$ cat src/rtl/serial_full_adder.sv
// Bit-serial W-bit adder: one full-adder slice plus carry flop, LSB first.
// Optional SERIAL_ADD_OVF_EN adds a registered signed-overflow output V.
//
// state | meaning
// IDLE  | waiting for start; S/Co (and V) hold the last result
// RUN   | one bit of A+B+carry per clock, W cycles
// DONE  | one-cycle done pulse, result registered
module serial_full_adder #(
    parameter int W = 8
) (
    input  logic         clk,
    input  logic         rst,
    input  logic         start,
    input  logic [W-1:0] A,
    input  logic [W-1:0] B,
    input  logic         Cin,
    output logic [W-1:0] S,
    output logic         Co,
`ifdef SERIAL_ADD_OVF_EN
    output logic         V,
`endif
    output logic         busy,
    output logic         done
);

    localparam int CW = $clog2(W) + 1;

    typedef enum logic [1:0] {IDLE, RUN, DONE} state_t;

    state_t         state_q, state_d;
    logic [W-1:0]   opa_q, opa_d;
    logic [W-1:0]   opb_q, opb_d;
    logic [W-1:0]   acc_q, acc_d;
    logic [CW-1:0]  cnt_q, cnt_d;
    logic           carry_q, carry_d;
    logic [W-1:0]   s_q, s_d;
    logic           co_q, co_d;
    logic           v_q, v_d;
    logic           busy_q, busy_d;
    logic           done_q, done_d;
    logic           sum_bit;
    logic           carry_nxt;

    assign sum_bit   = opa_q[0] ^ opb_q[0] ^ carry_q;
    assign carry_nxt = (opa_q[0] & opb_q[0]) | (opa_q[0] & carry_q) | (opb_q[0] & carry_q);

    always_comb begin
        state_d = state_q;
        opa_d   = opa_q;
        opb_d   = opb_q;
        acc_d   = acc_q;
        cnt_d   = cnt_q;
        carry_d = carry_q;
        s_d     = s_q;
        co_d    = co_q;
        v_d     = v_q;
        busy_d  = busy_q;
        done_d  = 1'b0;
        case (state_q)
            IDLE: begin
                if (start) begin
                    opa_d   = A;
                    opb_d   = B;
                    carry_d = Cin;
                    cnt_d   = '0;
                    acc_d   = '0;
                    busy_d  = 1'b1;
                    state_d = RUN;
                end
            end
            RUN: begin
                // New bit enters at the MSB; after W shifts bit 0 sits at the LSB.
                acc_d   = (acc_q >> 1) | (W'(sum_bit) << (W - 1));
                opa_d   = opa_q >> 1;
                opb_d   = opb_q >> 1;
                carry_d = carry_nxt;
                cnt_d   = cnt_q + CW'(1);
                if (cnt_q == CW'(W - 1)) begin
                    s_d     = acc_d;
                    co_d    = carry_nxt;
                    v_d     = carry_q ^ carry_nxt;
                    done_d  = 1'b1;
                    state_d = DONE;
                end
            end
            DONE: begin
                busy_d  = 1'b0;
                state_d = IDLE;
            end
            default: begin
                busy_d  = 1'b0;
                state_d = IDLE;
            end
        endcase
    end

    always_ff @(posedge clk) begin
        if (rst) begin
            state_q <= IDLE;
            opa_q   <= '0;
            opb_q   <= '0;
            acc_q   <= '0;
            cnt_q   <= '0;
            carry_q <= 1'b0;
            s_q     <= '0;
            co_q    <= 1'b0;
            v_q     <= 1'b0;
            busy_q  <= 1'b0;
            done_q  <= 1'b0;
        end else begin
            state_q <= state_d;
            opa_q   <= opa_d;
            opb_q   <= opb_d;
            acc_q   <= acc_d;
            cnt_q   <= cnt_d;
            carry_q <= carry_d;
            s_q     <= s_d;
            co_q    <= co_d;
            v_q     <= v_d;
            busy_q  <= busy_d;
            done_q  <= done_d;
        end
    end

    assign S    = s_q;
    assign Co   = co_q;
    assign busy = busy_q;
    assign done = done_q;
`ifdef SERIAL_ADD_OVF_EN
    assign V    = v_q;
`else
    logic unused_v;
    assign unused_v = v_q;
`endif

endmodule
$ cat config.mk
export PLATFORM = sky130hd
export DESIGN_NAME = serial_full_adder
export DESIGN_NICKNAME = d
export VERILOG_FILES = /design/src/rtl/serial_full_adder.sv
export SDC_FILE = /design/constraint.sdc
export NUM_CORES = 1
export LEC_CHECK = 0
export ABC_AREA = 1
export CAP_MARGIN = 20
export CORE_ASPECT_RATIO = 0.9
export CORE_MARGIN = 2
export CORE_UTILIZATION = 56
export DETAILED_ROUTE_END_ITERATION = 12
export PLACE_DENSITY = 0.94
export SLEW_MARGIN = 20
export SYNTH_ARGS = -nofsm -noshare
export SYNTH_HDL_FRONTEND = slang
export SYNTH_SLANG_ARGS = --single-unit
$ cat constraint.sdc
create_clock -name clk -period 2.05 [get_ports clk]
set_input_delay 0.3075 -clock clk [delete_from_list [all_inputs] [get_ports clk]]
set_output_delay 0.3075 -clock clk [all_outputs]
set_load 0.01 [all_outputs]
==> results of run 1 <==
==> cell usage after synthesis, drive strengths merged <==
master   n  area, um^2
buf     10        90.1
clkinv   1        3.75
nand3   38         195
fa       1        20.0
nand2   71         284
o21ai    2        10.0
ha       1        12.5
a21oi   23         119
dfxtp   41         821
nor2    35         161
clkbuf   3        11.3
nor3     1        5.00
inv     20        75.1
==> layer usage <==
layer | track usage | share of wire | vias to the layer above
li1 | - | - | 836
met3 | 0.0524 | 0.056 | 10
met1 | 0.308 | 0.44 | 766
met2 | 0.384 | 0.48 | 56
met4 | 0.115 | 0.027 | 0
met5 | 0 | 0 | -
==> kinds of logic (layout without fill, tap and decap cells) <==
logic type      after synthesis  in the layout
compound gates               25             25
fa+ha+maj                     2              2
buf+inv                      34             64
flops                        41             41
simple gates                145            145
==> placed cells by master (no fill, tap or decap) <==
cell,n
nand2_1,68
dfxtp_1,41
nand3_1,37
clkdlybuf4s50_1,30
nor2_1,25
a21oi_1,22
inv_1,17
nor2_2,9
clkbuf_4,5
buf_4,5
inv_2,3
nand2_4,2
o21ai_0,2
nand2_2,1
nor2_4,1
clkinv_1,1
nand3_2,1
nor3_1,1
a21oi_2,1
fa_1,1
ha_1,1
bufinv_16,1
clkinvlp_4,1
clkbuf_8,1
==> sequential cells by signal (all words and copies together), names as in the netlist <==
| register | cells |
|---|---|
| S | 8 |
| opa_q | 8 |
| opb_q | 8 |
| acc_q | 7 |
| cnt_q | 4 |
| state_q | 2 |
| Co | 1 |
| busy | 1 |
| carry_q | 1 |
| done | 1 |
==> how the worst max path moves through the flow <==
stage	slack, ps	to	cells past startpoint	start
after floorplan	880	S[1]	7	cnt_q[0]
after global placement	540	cnt_q[2]	6	start
after detailed placement	490	acc_q[1]	6	start
after CTS	440	S[2]	1	S[2]
after global routing	390	S[2]	1	S[2]
final	440	S[2]	1	S[2]
==> where the power goes <==
group | internal [uW] | switching (uW) | total [uW]
clock | 290 | 273 | 563
combinational | 77.5 | 100 | 178
sequential | 823 | 18.7 | 842
total | 1190 | 392 | 1580
==> metrics by stage <==
step / hold slack (ps) / setup WS, ps / cells / area [um^2]
6_report: 471 / 445 / 319 / 2190
5_1_grt: 490 / 394 / 319 / 2190
4_1_cts: 475 / 437 / 319 / 2190
3_5_place_dp: 458 / 486 / 311 / 2100
3_3_place_gp: 451 / 536 / 311 / 2100
2_1_floorplan: 384 / 879 / 247 / 1810
==> cell type report <==
cell class	instances	area, um^2
fill	235	881
multi-input combinational	172	807
timing repair buffer	35	338
clock inverter	2	37.5
inverter	21	78.8
clock buffer	6	51.3
tap	42	52.6
sequential	41	821
==> results.json, run 1 <==
{
  "clock.fmax_mhz": 623,
  "ant_nets": 0,
  "ys_warn_count": 0,
  "critical_path_class": "flip-flop to output pin",
  "die_h_um": 57.9,
  "design.core.area_um2": 3070,
  "max_slew.worst_pin.slew_ps": 703,
  "skew_ps": 8.31,
  "io_pins": 31,
  "route.detailed.drc": 0,
  "drv_slew": 0,
  "final_hold_viol_count": 0,
  "synthMuxAreaShare": 0,
  "clkSlewWorstSetupHoldPaths_ps": 130,
  "rows": 19,
  "grt_max_degree": 32,
  "clock_path_buffers": 2,
  "grt_usage": 0.239,
  "die-area_um2": 3700,
  "cts_buffers": 5,
  "synth.net_count": 269,
  "r2r_slack_ps": 600,
  "rsz0062_at_grt": "false",
  "synth_fa_ha_area_frac": 0.0180,
  "wirelength_um": 3940,
  "power_uw": 1580,
  "powerDensity_nw_per_um2": 724,
  "min-delay-start": "S[1]",
  "rr_worst_depth": 5,
  "htreeDepth": 2,
  "drt_iter0_drc": 94,
  "rr_startpoint": "state_q[0]",
  "vdd_ir_drop_max_v": 0.000600,
  "cts-hold-fix-buffers": 0,
  "synth_cell_type_count": 22,
  "yosys.area_share.simple": 0.357,
  "area_growth_pct": 20.9,
  "path_buf_inv": 1,
  "r2r_end": "S[2]",
  "die_x_um": 63.9,
  "worstPathMaxFanout": 2,
  "nNetsFinal": 298,
  "synth-seq-area-share": 0.454,
  "synth_xor_area_frac": 0,
  "synthCells": 247,
  "final_core_util": 0.713,
  "grt_pass1_vias": 1549,
  "cts.sinks": 41,
  "initial_core_util": 0.590,
  "port_buffers": 30,
  "drive_gt1_frac": 0.112,
  "drv_cap": 0,
  "setup_viol": 0,
  "tritoncts": "yes",
  "hold_path_class": "flip-flop to flip-flop",
  "synth_top_family_by_area": "simple AND/OR/NAND/NOR gates",
  "period_share": 0.783,
  "status": "finished clean",
  "avgSynthCellArea_um2": 7.32,
  "clk-insertion-delay-late_ps": 360,
  "synth_compound_area_frac": 0.0713,
  "cts_resized": 0,
  "cpMaxStageDelayCell": "clkdlybuf4s50_1",
  "tns_ps": 0,
  "dr.pass1.iters": 4,
  "whs_path_depth": 2,
  "num_vias": 1668,
  "holdPathEnd": "S[1]",
  "cts_setup_buffers": 0,
  "worstPathCellList": "clkdlybuf4s50_1",
  "root_buffer": "clkbuf_4",
  "dp_hpwl_um": 2720,
  "n_antenna_cell": 0,
  "worst-endpoint-arrival_ps": 1300,
  "avgViaCountPerCell": 5.23,
  "antenna_found_initial": 0,
  "syn-cell-area_um2": 1810,
  "period_needed_ps": 1610,
  "avgRoutedWirePerCell_um": 12.3,
  "place.gp.congestion": 0.841,
  "slew_headroom": 0.531,
  "worstPathRequired_ps": 1740,
  "leakage_uw": 0.000880,
  "cp-start-kind": "flip-flop",
  "cp_slowest_stage_delay_ps": 550,
  "grt-ovfl-total": 0,
  "cp-end-kind": "output pin",
  "synth_seq_cells": 41,
  "grt_pass1_wl_um": 6810,
  "path_delay_family": "buffers and inverters"
}
No activity file was read; power rests on OpenSTA's default activity.
==> run 2, diff against run 1 <==
--- a/config.mk
+++ b/config.mk
@@ -9,9 +9,9 @@
 export CAP_MARGIN = 20
 export CORE_ASPECT_RATIO = 0.9
 export CORE_MARGIN = 2
-export CORE_UTILIZATION = 56
+export CORE_UTILIZATION = 52
 export DETAILED_ROUTE_END_ITERATION = 12
-export PLACE_DENSITY = 0.94
+export PLACE_DENSITY = 0.89
 export SLEW_MARGIN = 20
 export SYNTH_ARGS = -nofsm -noshare
 export SYNTH_HDL_FRONTEND = slang
==> constraint.sdc (replaced) <==
create_clock -name clk -period 1.6 [get_ports clk]
set_input_delay 0.24 -clock clk [delete_from_list [all_inputs] [get_ports clk]]
set_output_delay 0.24 -clock clk [all_outputs]
set_load 0.01 [all_outputs]
==> run 2 against run 1 <==
First-iteration DRC count grew 8.5%. Sequential power is 28% higher. Clock power is 16% higher. Routed wire length fell by 9.7%. Non-clock buffer count increased by 2. Register-to-register slack got worse by 340 ps. Global-route usage down 4.1 points. Design area up 1.3%. Total power rose by 24%. Clock skew down 3.9 ps. Via count decreased by 4.3%. Critical path type unchanged. Critical endpoint is now busy. Largest power group unchanged. Highest routed layer unchanged.
==> results.json, run 2 (synthesis gave the netlist of run 1 again) <==
{
  "route.detailed.drc": 0,
  "grt-ovfl-total": 0,
  "io_pins": 31,
  "drv_slew": 0,
  "tns_ps": 0,
  "period_share": 0.905,
  "root_buffer": "clkbuf_8",
  "cp_slowest_stage_delay_ps": 560,
  "antenna_found_initial": 0,
  "cts_resized": 0,
  "setup_viol": 0,
  "drt_iter0_drc": 102,
  "htreeDepth": 2,
  "die_x_um": 66.2,
  "worst-endpoint-arrival_ps": 1210,
  "final_core_util": 0.660,
  "rsz0062_at_grt": "false",
  "avgRoutedWirePerCell_um": 11.0,
  "fillers": 277,
  "grt_pass1_wl_um": 6020,
  "die_h_um": 59.9,
  "drv_cap": 0,
  "cts-hold-fix-buffers": 0,
  "die-area_um2": 3970,
  "period_needed_ps": 1450,
  "avgViaCountPerCell": 4.94,
  "finalNonFillerCells": 323,
  "wirelength_um": 3560,
  "critical_path_class": "flip-flop to output pin",
  "port_buffers": 30,
  "powerDensity_nw_per_um2": 888,
  "path_buf_inv": 1,
  "design.core.area_um2": 3350,
  "area_growth_pct": 22.4,
  "n_antenna_cell": 0,
  "worstPathRequired_ps": 1360,
  "grt_pass1_vias": 1413,
  "layout_common_cells": "68 x nand2_1, 41 x dfxtp_1, 37 x nand3_1",
  "cts_buffers": 5,
  "slew_headroom": 0.754,
  "skew_ps": 4.37,
  "worstPathCellList": "clkdlybuf4s50_1",
  "initial_core_util": 0.539,
  "cp-start-kind": "flip-flop",
  "rows": 20,
  "leakage_uw": 0.000894,
  "status": "finished clean",
  "final_area_um2": 2210,
  "clock_path_buffers": 2,
  "grt_usage": 0.197,
  "cpMaxStageDelayCell": "clkdlybuf4s50_1",
  "place_inst": 315,
  "hold_path_class": "flip-flop to flip-flop",
  "vdd_ir_drop_max_v": 0.000601,
  "dp_hpwl_um": 2470,
  "grt_max_degree": 36,
  "ant_nets": 0,
  "clk-insertion-delay-late_ps": 300,
  "tritoncts": "yes",
  "nNetsFinal": 300,
  "max_slew.worst_pin.slew_ps": 368,
  "cp-end-kind": "output pin",
  "drive_gt1_frac": 0.118,
  "place.gp.congestion": 0.810,
  "postPlaceCellArea_um2": 2130,
  "final_common_cell": "nand2_1",
  "path_delay_family": "buffers and inverters",
  "cts.sinks": 41,
  "clkSlewWorstSetupHoldPaths_ps": 80,
  "clock.fmax_mhz": 691,
  "dr.pass1.iters": 5,
  "num_vias": 1597,
  "final_hold_viol_count": 0,
  "cts_setup_buffers": 0,
  "worstPathMaxFanout": 2
}
-- run 2: layer usage --
| layer | vias up | wire (um) | track usage |
|---|---|---|---|
| met2 | 41 | 1690 | 0.314 |
| met5 | - | 0 | 0 |
| li1 | 839 | - | - |
| met4 | 0 | 25 | 0.0612 |
| met3 | 3 | 181 | 0.0565 |
| met1 | 714 | 1660 | 0.261 |
-- run 2: final timing paths --
| check | slack [ps] | depth (start not counted) | end | from |
|---|---|---|---|---|
| max reg2reg | 260 | 6 | S[7] | cnt_q[0] |
| max | 150 | 1 | busy | busy |
| min | 470 | 2 | S[2] | S[2] |
| min reg2reg | 470 | 2 | S[2] | S[2] |
-- run 2: layout make-up --
| cell class | count | area, um^2 | share of cell area |
|---|---|---|---|
| multi-input combinational | 172 | 807 | 0.365 |
| sequential | 41 | 821 | 0.371 |
| tap | 44 | 55.1 | 0.0249 |
| clock buffer | 5 | 68.8 | 0.0311 |
| inverter | 21 | 78.8 | 0.0356 |
| timing repair buffer | 37 | 365 | 0.165 |
| clock inverter | 3 | 17.5 | 0.00791 |
-- run 2: per-stage QoR --
step                hold slack [ps]  total power [uW]  worst slack (ps)
floorplan                       317              1250               429
global placement                452              1330               137
detailed placement              453              1330               108
CTS                             464              1970               144
global route                    479              2060               117
finish                          465              1970               152
-- run 2: report_power, final --
group	internal [uW]	switching, uW	total, uW
Sequential	1050	22.6	1080
Combinational	106	128	234
Clock	301	355	655
-- run 2: worst reg2reg max path, delay by kind of cell (launching register included) --
kind | cells | cell delay, ps
flip-flops | 1 | 380
AND/OR/NAND/NOR | 4 | 610
adder cells (fa/ha/maj) | 1 | 180
AO/OA/AOI/OAI | 1 | 60
